File: config.mk
export PLATFORM = sky130hd
export DESIGN_NAME = float_adder_pipe_norm_flat
export DESIGN_NICKNAME = d
export VERILOG_FILES = /design/src/rtl/float_adder_pipe_norm_if.sv /design/src/rtl/float_adder_pipe_norm.sv /design/src/flat_wrapper.sv
export SDC_FILE = /design/constraint.sdc
export NUM_CORES = 1
export LEC_CHECK = 0
export CAP_MARGIN = 20
export CORE_MARGIN = 2
export CORE_UTILIZATION = 37
export DETAILED_ROUTE_END_ITERATION = 7
export PLACE_DENSITY_LB_ADDON = 0.2
export SETUP_SLACK_MARGIN = 0.05
export SLEW_MARGIN = 20
export SYNTH_ARGS = -nofsm -noshare
export SYNTH_HDL_FRONTEND = slang
export SYNTH_SLANG_ARGS = --single-unit
File: constraint.sdc
create_clock -name clk -period 6 [get_ports clk]
set_input_delay 0.6 -clock clk [delete_from_list [all_inputs] [get_ports clk]]
set_output_delay 0.6 -clock clk [all_outputs]
set_load 0.01 [all_outputs]
File: src/rtl/float_adder_pipe_norm_if.sv
// Handshake and data bundle between the FP adder calculation stage, this
// normalize/round/pack block, and the writeback consumer. FLOAT_NORM_FLAGS_EN adds s_flags.
interface float_adder_pipe_norm_if;
  logic        in_valid;
  logic        in_ready;
  logic [1:0]  c_rm;
  logic        c_sign;
  logic [7:0]  c_exp;
  logic [27:0] c_frac;
  logic        c_inf_nan;
  logic [22:0] c_inf_nan_frac;
  logic        out_valid;
  logic        out_ready;
  logic [31:0] s;
`ifdef FLOAT_NORM_FLAGS_EN
  logic [2:0]  s_flags;
`endif

  modport master (
    output in_valid, c_rm, c_sign, c_exp, c_frac, c_inf_nan, c_inf_nan_frac, out_ready,
`ifdef FLOAT_NORM_FLAGS_EN
    input  s_flags,
`endif
    input  in_ready, out_valid, s
  );

  modport slave (
    input  in_valid, c_rm, c_sign, c_exp, c_frac, c_inf_nan, c_inf_nan_frac, out_ready,
`ifdef FLOAT_NORM_FLAGS_EN
    output s_flags,
`endif
    output in_ready, out_valid, s
  );
endinterface

File: src/rtl/float_adder_pipe_norm.sv
// Two-stage normalize (N1) and round/pack (N2) tail of the binary32 FP adder.
// Optional macro FLOAT_NORM_FLAGS_EN adds the {overflow, underflow, inexact} flags output.
module float_adder_pipe_norm (
  input  logic                   clk,
  input  logic                   clrn,
  float_adder_pipe_norm_if.slave io
);

  logic        w_stall;
  logic [4:0]  w_lz;
  logic [8:0]  w_n1_exp;
  logic [26:0] w_n1_frac;

  logic        r_n1_valid;
  logic [1:0]  r_n1_rm;
  logic        r_n1_sign;
  logic [8:0]  r_n1_exp;
  logic [26:0] r_n1_frac;
  logic        r_n1_inf_nan;
  logic [22:0] r_n1_inf_nan_frac;

  logic        r_out_valid;
  logic [31:0] r_s;

  assign w_stall     = r_out_valid & ~io.out_ready;
  assign io.in_ready = ~w_stall;
  assign io.out_valid = r_out_valid;
  assign io.s        = r_s;

  // Highest set bit wins, so the last assignment in ascending order gives the leading-zero count.
  always_comb begin
    w_lz = 5'd0;
    for (int i = 0; i < 27; i++) begin
      if (io.c_frac[i]) w_lz = 5'(26 - i);
    end
  end

  always_comb begin
    w_n1_exp  = {1'b0, io.c_exp};
    w_n1_frac = io.c_frac[26:0];
    if (io.c_frac[27]) begin
      w_n1_frac = {io.c_frac[27:2], |io.c_frac[1:0]};
      w_n1_exp  = {1'b0, io.c_exp} + 9'd1;
    end else if (io.c_frac[26]) begin
      if (io.c_exp == 8'd0) w_n1_exp = 9'd1;
    end else if (io.c_frac == 28'd0) begin
      w_n1_exp = 9'd0;
    end else if (io.c_exp == 8'd0) begin
      w_n1_exp = 9'd0;
    end else if ({1'b0, io.c_exp} > {4'b0, w_lz}) begin
      w_n1_frac = io.c_frac[26:0] << w_lz;
      w_n1_exp  = {1'b0, io.c_exp} - {4'b0, w_lz};
    end else begin
      // Exponent runs out before the hidden bit reaches [26]: settle as a denormal.
      w_n1_frac = io.c_frac[26:0] << (io.c_exp - 8'd1);
      w_n1_exp  = 9'd0;
    end
  end

  logic [23:0] w_m;
  logic        w_grs;
  logic        w_inc;
  logic [24:0] w_sum;
  logic [23:0] w_rnd_m;
  logic [8:0]  w_rnd_e;
  logic        w_ovf;
  logic        w_use_inf;
  logic [31:0] w_s;

  assign w_m   = r_n1_frac[26:3];
  assign w_grs = |r_n1_frac[2:0];

  always_comb begin
    w_inc = 1'b0;
    unique case (r_n1_rm)
      2'b00: w_inc = r_n1_frac[2] & (r_n1_frac[1] | r_n1_frac[0] | w_m[0]);
      2'b01: w_inc = r_n1_sign & w_grs;
      2'b10: w_inc = ~r_n1_sign & w_grs;
      2'b11: w_inc = 1'b0;
    endcase
  end

  assign w_sum = {1'b0, w_m} + {24'b0, w_inc};

  always_comb begin
    w_rnd_m = w_sum[24] ? 24'h800000 : w_sum[23:0];
    w_rnd_e = r_n1_exp + {8'b0, w_sum[24]};
    if (w_rnd_e == 9'd0 && w_rnd_m[23]) w_rnd_e = 9'd1;
  end

  assign w_ovf     = (w_rnd_e >= 9'd255);
  assign w_use_inf = (r_n1_rm == 2'b00) |
                     ((r_n1_rm == 2'b01) &  r_n1_sign) |
                     ((r_n1_rm == 2'b10) & ~r_n1_sign);

  always_comb begin
    if (r_n1_inf_nan)
      w_s = {r_n1_sign, 8'hFF, r_n1_inf_nan_frac};
    else if (w_ovf)
      w_s = w_use_inf ? {r_n1_sign, 8'hFF, 23'd0} : {r_n1_sign, 8'hFE, 23'h7FFFFF};
    else
      w_s = {r_n1_sign, w_rnd_e[7:0], w_rnd_m[22:0]};
  end

`ifdef FLOAT_NORM_FLAGS_EN
  logic       w_inexact;
  logic       w_unf;
  logic [2:0] w_flags;
  logic [2:0] r_s_flags;

  assign w_inexact  = w_grs | w_ovf;
  assign w_unf      = ~w_ovf & (w_rnd_e == 9'd0) & w_inexact;
  assign w_flags    = r_n1_inf_nan ? 3'b000 : {w_ovf, w_unf, w_inexact};
  assign io.s_flags = r_s_flags;

  always_ff @(posedge clk) begin
    if (!clrn)
      r_s_flags <= 3'b000;
    else if (!w_stall && r_n1_valid)
      r_s_flags <= w_flags;
  end
`endif

  always_ff @(posedge clk) begin
    if (!clrn) begin
      r_n1_valid        <= 1'b0;
      r_n1_rm           <= 2'b00;
      r_n1_sign         <= 1'b0;
      r_n1_exp          <= 9'd0;
      r_n1_frac         <= 27'd0;
      r_n1_inf_nan      <= 1'b0;
      r_n1_inf_nan_frac <= 23'd0;
      r_out_valid       <= 1'b0;
      r_s               <= 32'd0;
    end else if (!w_stall) begin
      r_n1_valid <= io.in_valid;
      if (io.in_valid) begin
        r_n1_rm           <= io.c_rm;
        r_n1_sign         <= io.c_sign;
        r_n1_exp          <= w_n1_exp;
        r_n1_frac         <= w_n1_frac;
        r_n1_inf_nan      <= io.c_inf_nan;
        r_n1_inf_nan_frac <= io.c_inf_nan_frac;
      end
      r_out_valid <= r_n1_valid;
      if (r_n1_valid) r_s <= w_s;
    end
  end

endmodule

File: src/flat_wrapper.sv
// flat-port wrapper written by rule: the top's interface ports become plain ports
module float_adder_pipe_norm_flat 
  (clk, clrn, io_in_valid, io_c_rm, io_c_sign, io_c_exp, io_c_frac, io_c_inf_nan, io_c_inf_nan_frac, io_out_ready, io_in_ready, io_out_valid, io_s);
  float_adder_pipe_norm_if io_i ();
  input  logic clk;
  input  logic clrn;
  input wire logic [$bits(io_i.in_valid)-1:0] io_in_valid;
  input wire logic [$bits(io_i.c_rm)-1:0] io_c_rm;
  input wire logic [$bits(io_i.c_sign)-1:0] io_c_sign;
  input wire logic [$bits(io_i.c_exp)-1:0] io_c_exp;
  input wire logic [$bits(io_i.c_frac)-1:0] io_c_frac;
  input wire logic [$bits(io_i.c_inf_nan)-1:0] io_c_inf_nan;
  input wire logic [$bits(io_i.c_inf_nan_frac)-1:0] io_c_inf_nan_frac;
  input wire logic [$bits(io_i.out_ready)-1:0] io_out_ready;
  output wire logic [$bits(io_i.in_ready)-1:0] io_in_ready;
  output wire logic [$bits(io_i.out_valid)-1:0] io_out_valid;
  output wire logic [$bits(io_i.s)-1:0] io_s;
  assign io_i.in_valid = io_in_valid;
  assign io_i.c_rm = io_c_rm;
  assign io_i.c_sign = io_c_sign;
  assign io_i.c_exp = io_c_exp;
  assign io_i.c_frac = io_c_frac;
  assign io_i.c_inf_nan = io_c_inf_nan;
  assign io_i.c_inf_nan_frac = io_c_inf_nan_frac;
  assign io_i.out_ready = io_out_ready;
  assign io_in_ready = io_i.in_ready;
  assign io_out_valid = io_i.out_valid;
  assign io_s = io_i.s;
  float_adder_pipe_norm u_core (.clk(clk), .clrn(clrn), .io(io_i));
endmodule
==> flow_metrics.env <==
export IMPL_outcome="complete, no violations"
export IMPL_track_usage_pct=23.6
export IMPL_first_global_vias=7380
export IMPL_multi_input_area_mm2=0.00525
export IMPL_grt_first_pass_wirelength_um=41600
export IMPL_synth_cell_types=86
export IMPL_hold_viol=0
export IMPL_holdCritStartpoint="u_core.io.s[22]$_SDFFE_PN0P_"
export IMPL_cp_required_ns=6.28
export IMPL_crit_top_cell="ha_1"
export IMPL_synth_largest_area_cell="dfxtp_1"
export IMPL_rsz0062_at_grt="no"
export IMPL_final_common_cell="nand2_1"
export IMPL_seqPwrFrac_pct=39.4
export IMPL_startpoint_type="register"
export IMPL_cts_tree="yes"
export IMPL_cp_startpoint="u_core.r_n1_rm[0]$_SDFFE_PN0P_"
export IMPL_leakagePower_nw=3.26
export IMPL_row_count=52
export IMPL_maxSlewViolCount=0
export IMPL_vdd_drop_max_mv=0.128
export IMPL_fin_nets=1134
export IMPL_num_vias=7916
export IMPL_seqCellArea_mm2=0.00194
export IMPL_die_x_um=148
export IMPL_pwr_share_clk_pct=31.3
export IMPL_hpwl_um=19300
export IMPL_holdWs_ns=0.453
export IMPL_clk_path_buf_depth=2
export IMPL_syn_area_mm2=0.00768
export IMPL_crit_family="simple AND/OR/NAND/NOR gates"
export IMPL_grt_start_max_net_pins=80
export IMPL_synth_nets=1089
export IMPL_crit_slowest_cell="dfxtp_1"
export IMPL_areaGrowthSynthToFinish_pct=18.5
export IMPL_cp_max_fo=23
export IMPL_final_cell_mix="nand2_1, clkdlybuf4s50_1, dfxtp_1"
export IMPL_cts_buffers=9
export IMPL_grt_ovfl_total=0
export IMPL_max_stage_delay_ns=0.33
export IMPL_fmax_ghz=0.188
export IMPL_crit_type="reg -> reg"
export IMPL_antenna_found_initial=0
export IMPL_synth_seq_cells=97
export IMPL_synth_edf_count=0
export IMPL_cts_hold_buf=0
export IMPL_gp_congestion=0.981
export IMPL_htree_levels=3
export IMPL_via_per_inst=5.97
export IMPL_drive_above_1_share_pct=8.42
export IMPL_min_path_type="reg -> reg"
export IMPL_crit_path_end_kind="register"
export IMPL_diodes=0
export IMPL_initial_core_util_pct=37.8
export IMPL_synth_cells=1007
export IMPL_switching_share_pct=33.3
export IMPL_route_detailed_drc=0
export IMPL_coreArea_mm2=0.0203
export IMPL_portBuffers=100
export IMPL_wl_um=26300
export IMPL_first_iter_violations=805
export IMPL_syn_avg_cell_area_um2=7.63
export IMPL_cts_root_buffer="clkbuf_16"
export IMPL_post_route_period_util_pct=88.5
export IMPL_final_setup_tns_ns=0
export IMPL_crit_arrival_ns=5.58
export IMPL_synth_top_area_share_pct=25.3
export IMPL_internal_power_w=0.00124
export IMPL_async_flop_share_pct=0
export IMPL_comb_power_share_pct=29.3
export IMPL_first_pass_iters=6
export IMPL_fin_util_pct=44.8
export IMPL_ys_seq_area_share_pct=25.3
export IMPL_worstMarginPinSlew_ns=0.946
export IMPL_ys_flop_type="dfxtp_1"
export IMPL_setup_violations=0
export IMPL_critPathBufInv=3
export IMPL_synth_area_leaders="dfxtp_1, nand2_1, a21boi_0"
export IMPL_post_drt_wl_per_cell_um=19.8
export IMPL_p_switching_w=0.000617
export IMPL_r2r_start="u_core.r_n1_rm[0]$_SDFFE_PN0P_"
export IMPL_cts_clk_slew_worst_paths_ns=0.07
export IMPL_numClockSinks=97
export IMPL_synth_warnings=0
export IMPL_max_slew_margin_pct=36.8
export IMPL_powerDensity_mw_per_mm2=204
export IMPL_die_h_um=148
export IMPL_die_area_mm2=0.0219
export IMPL_ant_nets=0
export IMPL_clock_latency_ns=0.35
export IMPL_period_needed_ns=5.31
export IMPL_finClkSkew_ns=0.00890
export IMPL_pin_count=101
export IMPL_max_cap_violations=0
export IMPL_post_cts_setup_buffers=0
export IMPL_cts_resized_gates=0
export IMPL_n_fill_cell=2122
-- routing by layer --
layer | vias to the layer above | global-route usage [%] | part of all wire [%]
met5 | - | 0 | 0
li1 | 3822 | - | -
met3 | 60 | 5.46 | 9.1
met1 | 3645 | 33.8 | 46
met4 | 0 | 7.52 | 3.2
met2 | 389 | 35.1 | 42
-- area by class of cell --
| type | count | share of cell area [%] |
|---|---|---|
| timing repair buffer | 128 | 13.3 |
| clock buffer | 10 | 2.52 |
| multi-input combinational | 798 | 57.7 |
| inverter | 18 | 0.743 |
| clock inverter | 6 | 0.729 |
| sequential | 97 | 21.3 |
| tap | 270 | 3.71 |
-- synthesized netlist by cell type (5+ instances only) --
| cell type | instances |
|---|---|
| mux2i_1 | 32 |
| a221o_1 | 10 |
| inv_1 | 18 |
| o22ai_1 | 11 |
| nand3_1 | 36 |
| a221oi_1 | 15 |
| o21a_1 | 7 |
| a21boi_0 | 54 |
| o221ai_1 | 26 |
| a21oi_1 | 40 |
| a22o_1 | 6 |
| a211oi_1 | 8 |
| xor2_1 | 26 |
| a22oi_1 | 13 |
| nand4_1 | 8 |
| buf_2 | 21 |
| nand2_1 | 150 |
| nor2b_1 | 13 |
| o21ai_0 | 37 |
| nor3_1 | 19 |
| ha_1 | 14 |
| o31ai_1 | 5 |
| o2111ai_1 | 7 |
| o21ai_1 | 6 |
| and3_1 | 12 |
| clkbuf_1 | 58 |
| nor2_1 | 72 |
| buf_4 | 10 |
| mux2_2 | 9 |
| dfxtp_1 | 97 |
| or3_1 | 17 |
| o211ai_1 | 25 |
| xnor2_1 | 14 |
| a31oi_1 | 14 |
-- registers in the layout (all words and copies together) (netlist names) --
name,cells
u_core.r_n1_exp,9
u_core.r_n1_sign,1
u_core.r_n1_rm,2
u_core.r_n1_inf_nan,1
u_core.r_n1_inf_nan_frac,23
u_core.io.s,32
u_core.r_n1_frac,27
u_core.r_n1_valid,1
u_core.io.out_valid,1
-- cell families (layout without fill, tap and decap cells) --
group,after synthesis,in the layout,share of synthesized area [%]
DFF,97,97,25.3
buffers and inverters,112,162,6.42
adders and majority gates,15,15,2.54
AOI/OAI and AO/OA,335,335,32.5
and+or+nand+nor,366,366,23.0
xor gates and xnor gates,40,40,4.56
muxes,42,42,5.67
-- worst paths after layout --
| check | slack (ns) | cells after the start | end |
|---|---|---|---|
| max | 0.69 | 26 | u_core.io.s[14]$_SDFFE_PN0P_ |
| min | 0.45 | 2 | u_core.io.s[22]$_SDFFE_PN0P_ |
| max reg2reg | 0.69 | 26 | u_core.io.s[14]$_SDFFE_PN0P_ |
| min reg2reg | 0.45 | 2 | u_core.io.s[22]$_SDFFE_PN0P_ |
-- worst register-to-register path: stages, from the launching register on --
cell	delay [ns]
dfxtp_1	0.33
inv_1	0.07
ha_1	0.20
xnor2_1	0.13
nor3b_1	0.23
o21ai_0	0.11
a21oi_1	0.15
ha_1	0.21
ha_1	0.20
nand3_1	0.12
nor2_1	0.18
and3_1	0.30
nand4_1	0.19
nor2_1	0.30
ha_1	0.29
ha_1	0.22
xor2_1	0.26
nand4_1	0.13
nor4b_1	0.28
o21ai_0	0.11
a22oi_1	0.20
buf_4	0.20
nand2_1	0.09
nand2_1	0.07
buf_4	0.29
o221ai_1	0.19
a21boi_0	0.20
-- power groups by stage --
stage               sequential (W)  combinational [W]  clock (W)
CTS                       0.000730           0.000535   0.000589
global placement          0.000744           0.000533          0
global route              0.000737           0.000588   0.000616
detailed placement        0.000744           0.000532          0
finish                    0.000730           0.000544   0.000581
floorplan                 0.000738           0.000348          0
-- stage by stage --
stage | total power, W | area [µm²] | setup slack, ns | std cells
final | 0.00185 | 9100 | 0.690 | 1327
after global routing | 0.00194 | 9100 | 0.111 | 1327
after CTS | 0.00185 | 9100 | 0.654 | 1327
after detailed placement | 0.00128 | 8800 | 0.671 | 1311
after global placement | 0.00128 | 8800 | 0.676 | 1311
after floorplan | 0.00109 | 7680 | 1.18 | 1007
No activity file was read; power rests on OpenSTA's default activity.
